--- src/rtl/connect4_pkg.sv ---
// connect4_pkg: shared column-select widths, "none" code and index type
package connect4_pkg;
  localparam int NUM_COLS = 7;
  localparam int COL_W = 3;
  localparam logic [COL_W-1:0] COL_NONE = 3'd7;
  typedef logic [COL_W-1:0] col_idx_t;
endpackage

--- src/rtl/input_column_decoder_onehot_encoder.sv ---
// onehot_encoder: combinational OR-tree index encoder with zero and multi-hot flags
module onehot_encoder
  import connect4_pkg::*;
#(
  parameter int N = NUM_COLS,
  parameter int W = COL_W
) (
  input  logic [N-1:0] i_onehot,
  output logic [W-1:0] o_idx,
  output logic         o_is_zero,
  output logic         o_is_multi
);
  always_comb begin
    o_idx = '0;
    for (int k = 0; k < N; k++) o_idx = o_idx | (i_onehot[k] ? W'(k) : W'(0));
  end
  assign o_is_zero = i_onehot == '0;
  // clearing the lowest set bit leaves something only when two or more bits were set
  assign o_is_multi = |(i_onehot & (i_onehot - N'(1)));
endmodule

--- src/rtl/input_column_decoder.sv ---
// input_column_decoder: registers the binary column index decoded from a one-hot select
module input_column_decoder
  import connect4_pkg::*;
(
  input  logic                clk,
  input  logic                rst_n,
  input  logic [NUM_COLS-1:0] in_column,
  output col_idx_t            column_decode,
  output logic                column_valid,
  output logic                column_error
);
  col_idx_t w_idx;
  logic w_zero, w_multi;
  col_idx_t r_decode;
  logic r_valid, r_error;
  onehot_encoder #(.N(NUM_COLS), .W(COL_W)) u_enc (
    .i_onehot  (in_column),
    .o_idx     (w_idx),
    .o_is_zero (w_zero),
    .o_is_multi(w_multi)
  );
  always_ff @(posedge clk or negedge rst_n) begin
    if (!rst_n) begin
      r_decode <= COL_NONE;
      r_valid  <= 1'b0;
      r_error  <= 1'b0;
    end else begin
      r_decode <= (w_zero || w_multi) ? COL_NONE : w_idx;
      r_valid  <= !(w_zero || w_multi);
      r_error  <= w_multi;
    end
  end
  assign column_decode = r_decode;
  assign column_valid  = r_valid;
  assign column_error  = r_error;
endmodule

--- config.mk ---
export PLATFORM = sky130hd
export DESIGN_NAME = input_column_decoder
export DESIGN_NICKNAME = d
export VERILOG_FILES = /design/src/rtl/connect4_pkg.sv /design/src/rtl/input_column_decoder_onehot_encoder.sv /design/src/rtl/input_column_decoder.sv
export SDC_FILE = /design/constraint.sdc
export NUM_CORES = 1
export LEC_CHECK = 0
export BUFFER_PORTS_ARGS = -buffer_cell sky130_fd_sc_hd__clkbuf_2
export CAP_MARGIN = 30
export CORE_AREA = 2 2 39 41
export CTS_CLUSTER_SIZE = 16
export DETAILED_ROUTE_END_ITERATION = 10
export DIE_AREA = 0 0 41 43
export GPL_TIMING_DRIVEN = 0
export PLACE_DENSITY = 0.51
export RECOVER_POWER = 25
export SLEW_MARGIN = 25
export SYNTH_ARGS = -nofsm -noshare
export SYNTH_HDL_FRONTEND = slang
export SYNTH_SLANG_ARGS = --single-unit
--- constraint.sdc ---
create_clock -name clk -period 1.2 [get_ports clk]
set_input_delay 0.24 -clock clk [delete_from_list [all_inputs] [get_ports clk]]
set_output_delay 0.24 -clock clk [all_outputs]
set_load 0.02 [all_outputs]
# --- Word level (Yosys, flattened, before mapping) ---
# Cells that the tools add are included.
classes:
  bitwise: 6
  addsub: 1
  mux: 7
  reduce_logical: 4
op_table:
  columns: ["operator", "n"]
  rows:
  - ["OR 3 bit", 5]
  - ["2-to-1 mux 3 bit", 4]
  - ["bitwise AND 7 bit", 1]
  - ["logical NOT 7 bit", 1]
  - ["OR reduction 7 bit", 1]
  - ["subtractor 7 x 1 -> 7 bit (second input constant)", 1]
  - ["2-to-1 mux 2 bit", 2]
  - ["logical NOT 1 bit", 1]
  - ["logical OR 1 bit", 1]
  - ["2-to-1 mux 1 bit", 1]
totals:
  in_bits: 9
  out_inout_bits: 5
  regBits: 5
  word_cells: 21

# --- Longest topological paths before layout ---
# Gate-level depths: netlist of the first run.
logic_depth:
  depth_word: 7
  ltp_mapped: 4
  mapped_depth_nobuf: 3

# --- Modules after synthesis ---
# Synthesis of the first run repeated with hierarchy kept, for this count alone.
hier_totals:
  cells_unflattened: 20
  hier_area_um2: 242.7
modules_own_cells:
  columns: ["mod", "n_inst", "area_per_inst_um2", "cells_each", "seq_area_each_um2"]
  rows:
  - ["input_column_decoder", 1, 151.4, 9, 128.9]
  - ["onehot_encoder", 1, 91.3, 11, 0.0]

# --- Worst setup path before layout of the first run ---
# No wires, ideal clock.
synth_path:
  path_kind: "input to register"
  startpoint: "input port in_column[1]"
  endpoint: "register r_valid (netlist: column_valid)"
  n_path_buf: 1
  setup_time_ns: 0.119
  required_time_ns: 1.081
  arrival_time_ns: 1.357
  setup_slack_ns: -0.276
  path_stages: 4
  path_cell_list: "or4_1 buf_2 mux2_4 o21a_1"
synth_between:
  elab_chain_len: 5
  word_cells_on_any_way: 6
  classes_between: "add/sub (1); bitwise (1); reduce/logical (4)"
synth_lines:
  columns: ["element", "line", "text"]
  rows:
  - ["start, declared", "input_column_decoder.sv:7", "input logic [NUM_COLS-1:0] in_column,"]
  - ["subtractor 7 x 1 -> 7 bit", "input_column_decoder_onehot_encoder.sv:19", "assign o_is_multi = |(i_onehot & (i_onehot - N'(1)));"]
  - ["bitwise AND 7 bit", "input_column_decoder_onehot_encoder.sv:19", null]
  - ["OR reduction 7 bit", "input_column_decoder_onehot_encoder.sv:19", null]
  - ["logical OR 1 bit *", "input_column_decoder.sv:29", "r_valid <= !(w_zero || w_multi);"]
  - ["logical NOT 1 bit *", "input_column_decoder.sv:29", null]
  - ["end signal, assigned", "input_column_decoder.sv:29", null]
  - ["end, declared", "input_column_decoder.sv:15", "logic r_valid, r_error;"]
# Mark *: on every way between the ends. The rest lies on a longest branch, timed or not.

# --- Worst setup path after layout of the first run ---
layout_path:
  startpoint: "input port in_column[0]"
  endpoint: "register r_valid (netlist: column_valid)"
# The elaborated chain is that of the path after synthesis.

==> metrics.cfg, run 1 <==
[run_status]
status = complete, but fails checks
violations = negative setup slack

[route]
wire_per_inst_um = 10.48
first_iter_violations = 0
drc = 0
vias = 308
via_per_inst = 4.667
drt-total-wl_um = 692
first_pass_iters = 1
drtAntennaViolNets = 0

[clocking]
cts_tree = built
cts_buffers = 3
cts.sinks = 5
htreeDepth = 1
cts_root_buffer = clkbuf_4
cts.clk_slew.worst_paths_ns = 0.04
clockBufferDepth = 2

[critical_path]
cp_max_fo = 4
start_kind = input port
worstSetupPathType = in -> reg
slowest_stage = or4_4
worstPathRequired_ns = 1.32
end_kind = register
critical_path_arrival_ns = 1.38
max_stage_delay_ns = 0.55
path_cells = buf_8, or4_4, mux2_4, o21a_1

[hold_path]
min_path_cells = 2
hold_class = in -> reg

[logic_synthesis]
synthCells = 31
yosysSeqAreaShare_pct = 41.70
yosys.area.top_type = dfstp_2
synthArstFlopShare_pct = 100.0
syn_area_um2 = 309.0
syn_nets = 40
synth.top_cell.area_share_pct = 25.51
ys_ff_latch = 5
yosys_warnings = 0
ys.flop_type = dfstp_2
synth_top_cells_by_area = dfstp_2 (26%), dfrtp_1 (16%), a211oi_1 (9.7%)
avgSynthCellArea_um2 = 9.969
synth_edf_count = 0
ys_types = 21

[timing]
hold_viol = 0
worst_slew_pin_slew_ns = 0.3401
min_period_ns = 1.256
setup_viol = 1
finalSetupTns_ns = -0.05562
fmax_mhz = 796.4
maxSlewHeadroom_pct = 76.74
hold_slack_ns = 0.2663
finalCritPeriodShare_pct = 104.6
setup_ws_ns = -0.05562
drv_slew = 0
rsz0062_at_grt = yes

[placement]
dp_slack_ns = -0.4370
place_congestion = 0.7218
dp.cells = 58
port-buffer-count = 11

[pwr]
leakagePower_nw = 0.2011
ir_drop_v = 0.0002078
power_uw = 457.7
power_density_nw_per_um2 = 907.7

[cells_and_area]
final-instance-count-excl-fill = 66
final_common_cell = clkbuf_2
antenna-diode-count = 0
area_growth_pct = 63.16
nets = 60
drive_gt1_share_pct = 62.00
final_cell_mix = clkbuf_2 (9), buf_4 (4), clkbuf_4 (3), dfstp_2 (3)

[global_routing]
grt_usage_pct = 9.109
grt_overflow_total = 0
grt_pass1_vias = 241
grt_max_degree = 11
antenna_found_initial = 0
grt_pass1_wl_mm = 1.014

[floorplanning]
row_count = 14
start_util_pct = 22.33
dieArea_um2 = 1763
fp.dieW_um = 41
coreArea_um2 = 1384
io_pins = 14
fp.dieH_um = 43

[flow_run]
cap_violations = 0

-- sequential cells by signal, summed over array words and instances (netlist names) --
register       flops
column_decode      3
column_error       1
column_valid       1
-- synth_stat cells, types with 2 or more instances --
| library cell | instances |
|---|---|
| a211oi_1 | 4 |
| dfstp_2 | 3 |
| clkbuf_1 | 2 |
| dfrtp_1 | 2 |
| nor4b_1 | 2 |
| or3b_2 | 2 |
| or4_1 | 2 |
-- routing by layer --
| metal | part of all wire (%) | track usage, % | vias up | routed length, µm |
|---|---|---|---|---|
| met3 | 7.4 | 3.141 | 0 | 51 |
| met5 | 0 | 0 | - | 0 |
| met4 | 0 | 10.00 | 0 | 0 |
| li1 | - | - | 161 | - |
| met2 | 47 | 10.31 | 10 | 326 |
| met1 | 45 | 11.78 | 137 | 314 |
-- final timing paths --
kind / startpoint / end / slack (ns)
max in group asynchronous: rst_n / column_decode[2] / 0.56
min in group asynchronous: rst_n / column_error / 0.38
worst min-delay path: in_column[2] / column_decode[1] / 0.27
worst max-delay path: in_column[0] / column_valid / -0.06
-- critical path, delay by kind of cell --
kind / cells / cell delay (ns)
muxes: 1 / 0.32
and+or+nand+nor: 1 / 0.55
AOI/OAI and AO/OA: 1 / 0.17
buffers and inverters: 1 / 0.10
-- what timing repair did --
action | 4_1_cts | 5_1_grt
hold buffers | 1 | 0
resized for setup | 5 | 3
endpoints found under the hold margin | 5 | 0
pin swaps | 2 | 3
setup endpoints to repair | 3 | 3
setup buffers | 3 | 1
-- stage by stage --
step	instance area (µm²)	utilization, %
global placement	409.1	29.57
floorplan	334.1	-
detailed placement	409.1	29.57
finish	504.2	36.44
global route	504.2	36.44
CTS	488.0	35.26
-- area by class of cell --
cell class	instances	area [µm²]
sequential	5	128.9
timing repair buffer	16	121.4
clock buffer	4	26.28
buffer	2	10.01
tap	16	20.02
multi-input combinational	23	197.7
fill	159	879.6
-- cells by family after synthesis --
kind of cell,share of synthesized area [%]
AND/OR/NAND/NOR,24.29
AO/OA/AOI/OAI,22.27
buffers and inverters,4.048
flip-flops,41.70
XOR/XNOR,2.835
multiplexers,4.857
-- where the power goes --
part	total [mW]	internal [mW]	switching (mW)
logic	0.0950	0.0476	0.0474
clock network	0.187	0.125	0.0619
registers	0.175	0.175	0.000785
total	0.458	0.348	0.110
Power figures use the tool's default switching activity.
==> run 2: changes to the inputs <==
SETUP_SLACK_MARGIN = 0.1   (was not set)
==> run 2 against run 1 <==
The flow still finishes with violations (negative setup slack). Combinational power up 14%. Cell count up 1.5%. Count of clock-buffer cells in the layout unchanged. Sequential share of layout area down 2.5 points. Non-clock buffer count up 1. Sequential power about the same. Utilization up 4.0 points. Die area unchanged. Cell area up 11%. First-iteration DRC count up 6. Global-route usage up 2.3 points. Critical path depth up 1. Critical endpoint unchanged.
==> metrics.cfg, run 2 (synthesized netlist as in run 1, its figures left out) <==
[global_routing]
grt_overflow_total = 0  ; unchanged
antenna_found_initial = 0  ; unchanged
grt_max_degree = 11  ; unchanged
grt_pass1_wl_mm = 1.276  ; was 1.014 mm
grt_pass1_vias = 295  ; was 241
grt_usage_pct = 11.41  ; was 9.109%

[timing]
finalCritPeriodShare_pct = 111.2  ; was 104.6%
min_period_ns = 1.334  ; was 1.256 ns
setup_ws_ns = -0.1344  ; was -0.05562 ns
setup_viol = 3  ; was 1
worst_slew_pin_slew_ns = 0.3918  ; was 0.3401 ns
rsz0062_at_grt = yes  ; unchanged
maxSlewHeadroom_pct = 73.21  ; was 76.74%
hold_viol = 0  ; unchanged
hold_slack_ns = 0.2961  ; was 0.2663 ns
drv_slew = 0  ; unchanged
fmax_mhz = 749.4  ; was 796.4 MHz

[cells_and_area]
largest_reg_flops = 3  ; unchanged
drive_gt1_share_pct = 60.78  ; was 62.00%
fill_cells = 131  ; was 159
final_cell_mix = clkbuf_2 (4), buf_8 (4), buf_4 (4)  ; was clkbuf_2 (9), buf_4 (4), clkbuf_4 (3), dfstp_2 (3)
antenna-diode-count = 0  ; unchanged
nets = 61  ; was 60
area_growth_pct = 80.97  ; was 63.16%

[floorplanning]
start_util_pct = 22.33  ; unchanged
coreArea_um2 = 1384  ; unchanged
fp.dieW_um = 41  ; unchanged
row_count = 14  ; unchanged
fp.dieH_um = 43  ; unchanged
dieArea_um2 = 1763  ; unchanged
io_pins = 14  ; unchanged

[route]
first_pass_iters = 4  ; was 1
drtAntennaViolNets = 0  ; unchanged
first_iter_violations = 6  ; was 0
via_per_inst = 5.000  ; was 4.667
vias = 335  ; was 308
wire_per_inst_um = 12.04  ; was 10.48 µm
drc = 0  ; unchanged
drt-total-wl_um = 807  ; was 692 µm

[critical_path]
crit_path_start = in_column[0]  ; unchanged
worstPathRequired_ns = 1.32  ; about the same
worstSetupPathType = in -> reg  ; unchanged
end_kind = register  ; unchanged
start_kind = input port  ; unchanged
cp_max_fo = 3  ; was 4
critical_path_arrival_ns = 1.46  ; was 1.38 ns

[hold_path]
holdPathEnd = column_decode[1]  ; unchanged
hold_class = in -> reg  ; unchanged
worstHoldStart = in_column[2]  ; unchanged
min_path_cells = 2  ; unchanged

[clocking]
clockBufferDepth = 2  ; unchanged
htreeDepth = 1  ; unchanged
cts_buffers = 3  ; unchanged
cts_tree = built  ; unchanged
cts.sinks = 5  ; unchanged
cts_root_buffer = clkbuf_4  ; unchanged
cts.clk_slew.worst_paths_ns = 0.04  ; about the same

[placement]
place_congestion = 0.7320  ; was 0.7218
place_hpwl_um = 518
port-buffer-count = 11  ; unchanged

[pwr]
leakagePower_nw = 0.2271  ; was 0.2011 nW
power_density_nw_per_um2 = 843.4  ; was 907.7 nW/µm²
power_uw = 471.7  ; was 457.7 µW
ir_drop_v = 0.0002098  ; was 0.0002078 V

[run_status]
violations = negative setup slack  ; unchanged
status = complete, but fails checks  ; unchanged

[flow_run]
cap_violations = 0  ; unchanged

run 2: cell count changes in the layout (fill, tap and decap cells not counted), sizes merged:
cell / change
buf: +5
clkbuf: -4
run 2: layout make-up:
class	instances	area, µm²	share of cell area (%)
timing repair buffer	16	151.4	27.07
multi-input combinational	23	202.7	36.24
tap	16	20.02	3.579
buffer	3	30.03	5.369
sequential	5	128.9	23.04
clock buffer	4	26.28	4.698
run 2: through the flow:
stage | worst slack [ns] | TNS [ns] | cell area, µm² | instances | utilization [%]
6_report | -0.1344 | -0.2763 | 559.3 | 67 | 40.42
5_1_grt | -0.1400 | -0.3382 | 559.3 | 67 | 40.42
4_1_cts | -0.1517 | -0.2945 | 546.8 | 67 | 39.51
3_5_place_dp | -0.4424 | -1.175 | 417.9 | 58 | 30.20
3_3_place_gp | -0.4385 | -1.124 | 417.9 | 58 | 30.20
2_1_floorplan | -0.2522 | -0.5177 | 342.8 | 31 | -
run 2: timing repair:
| action | CTS | global route |
|---|---|---|
| setup buffers | 4 | 0 |
| hold buffers | 1 | 0 |
| pin swaps | 4 | 2 |
| hold endpoints to repair | 5 | 0 |
| setup endpoints to repair | 6 | 7 |
| gates resized for setup | 11 | 6 |
| cloned | 0 | 0 |
run 2: critical path, stage by stage:
cell	delay, ns
buf_8	0.09
or4_4	0.52
buf_6	0.14
mux2_4	0.29
o21a_1	0.17
run 2: layer usage:
metal | vias up | share of wire, % | track usage, %
met1 | 162 | 39 | 11.78
met3 | 2 | 6.2 | 3.665
met4 | 0 | 1.2 | 13.33
met5 | - | 0 | 0
li1 | 161 | - | -
met2 | 10 | 53 | 15.63
run 2: how the worst max path moves through the flow:
| stage | to |
|---|---|
| floorplan | column_valid |
| global placement | column_valid |
| detailed placement | column_valid |
| CTS | column_valid |
| global route | column_valid |
| finish | column_valid |
run 2: power breakdown:
group | total, mW | switching, mW | internal (mW)
Combinational | 0.108 | 0.0511 | 0.0566
Sequential | 0.176 | 0.00154 | 0.175
Clock | 0.188 | 0.0624 | 0.125
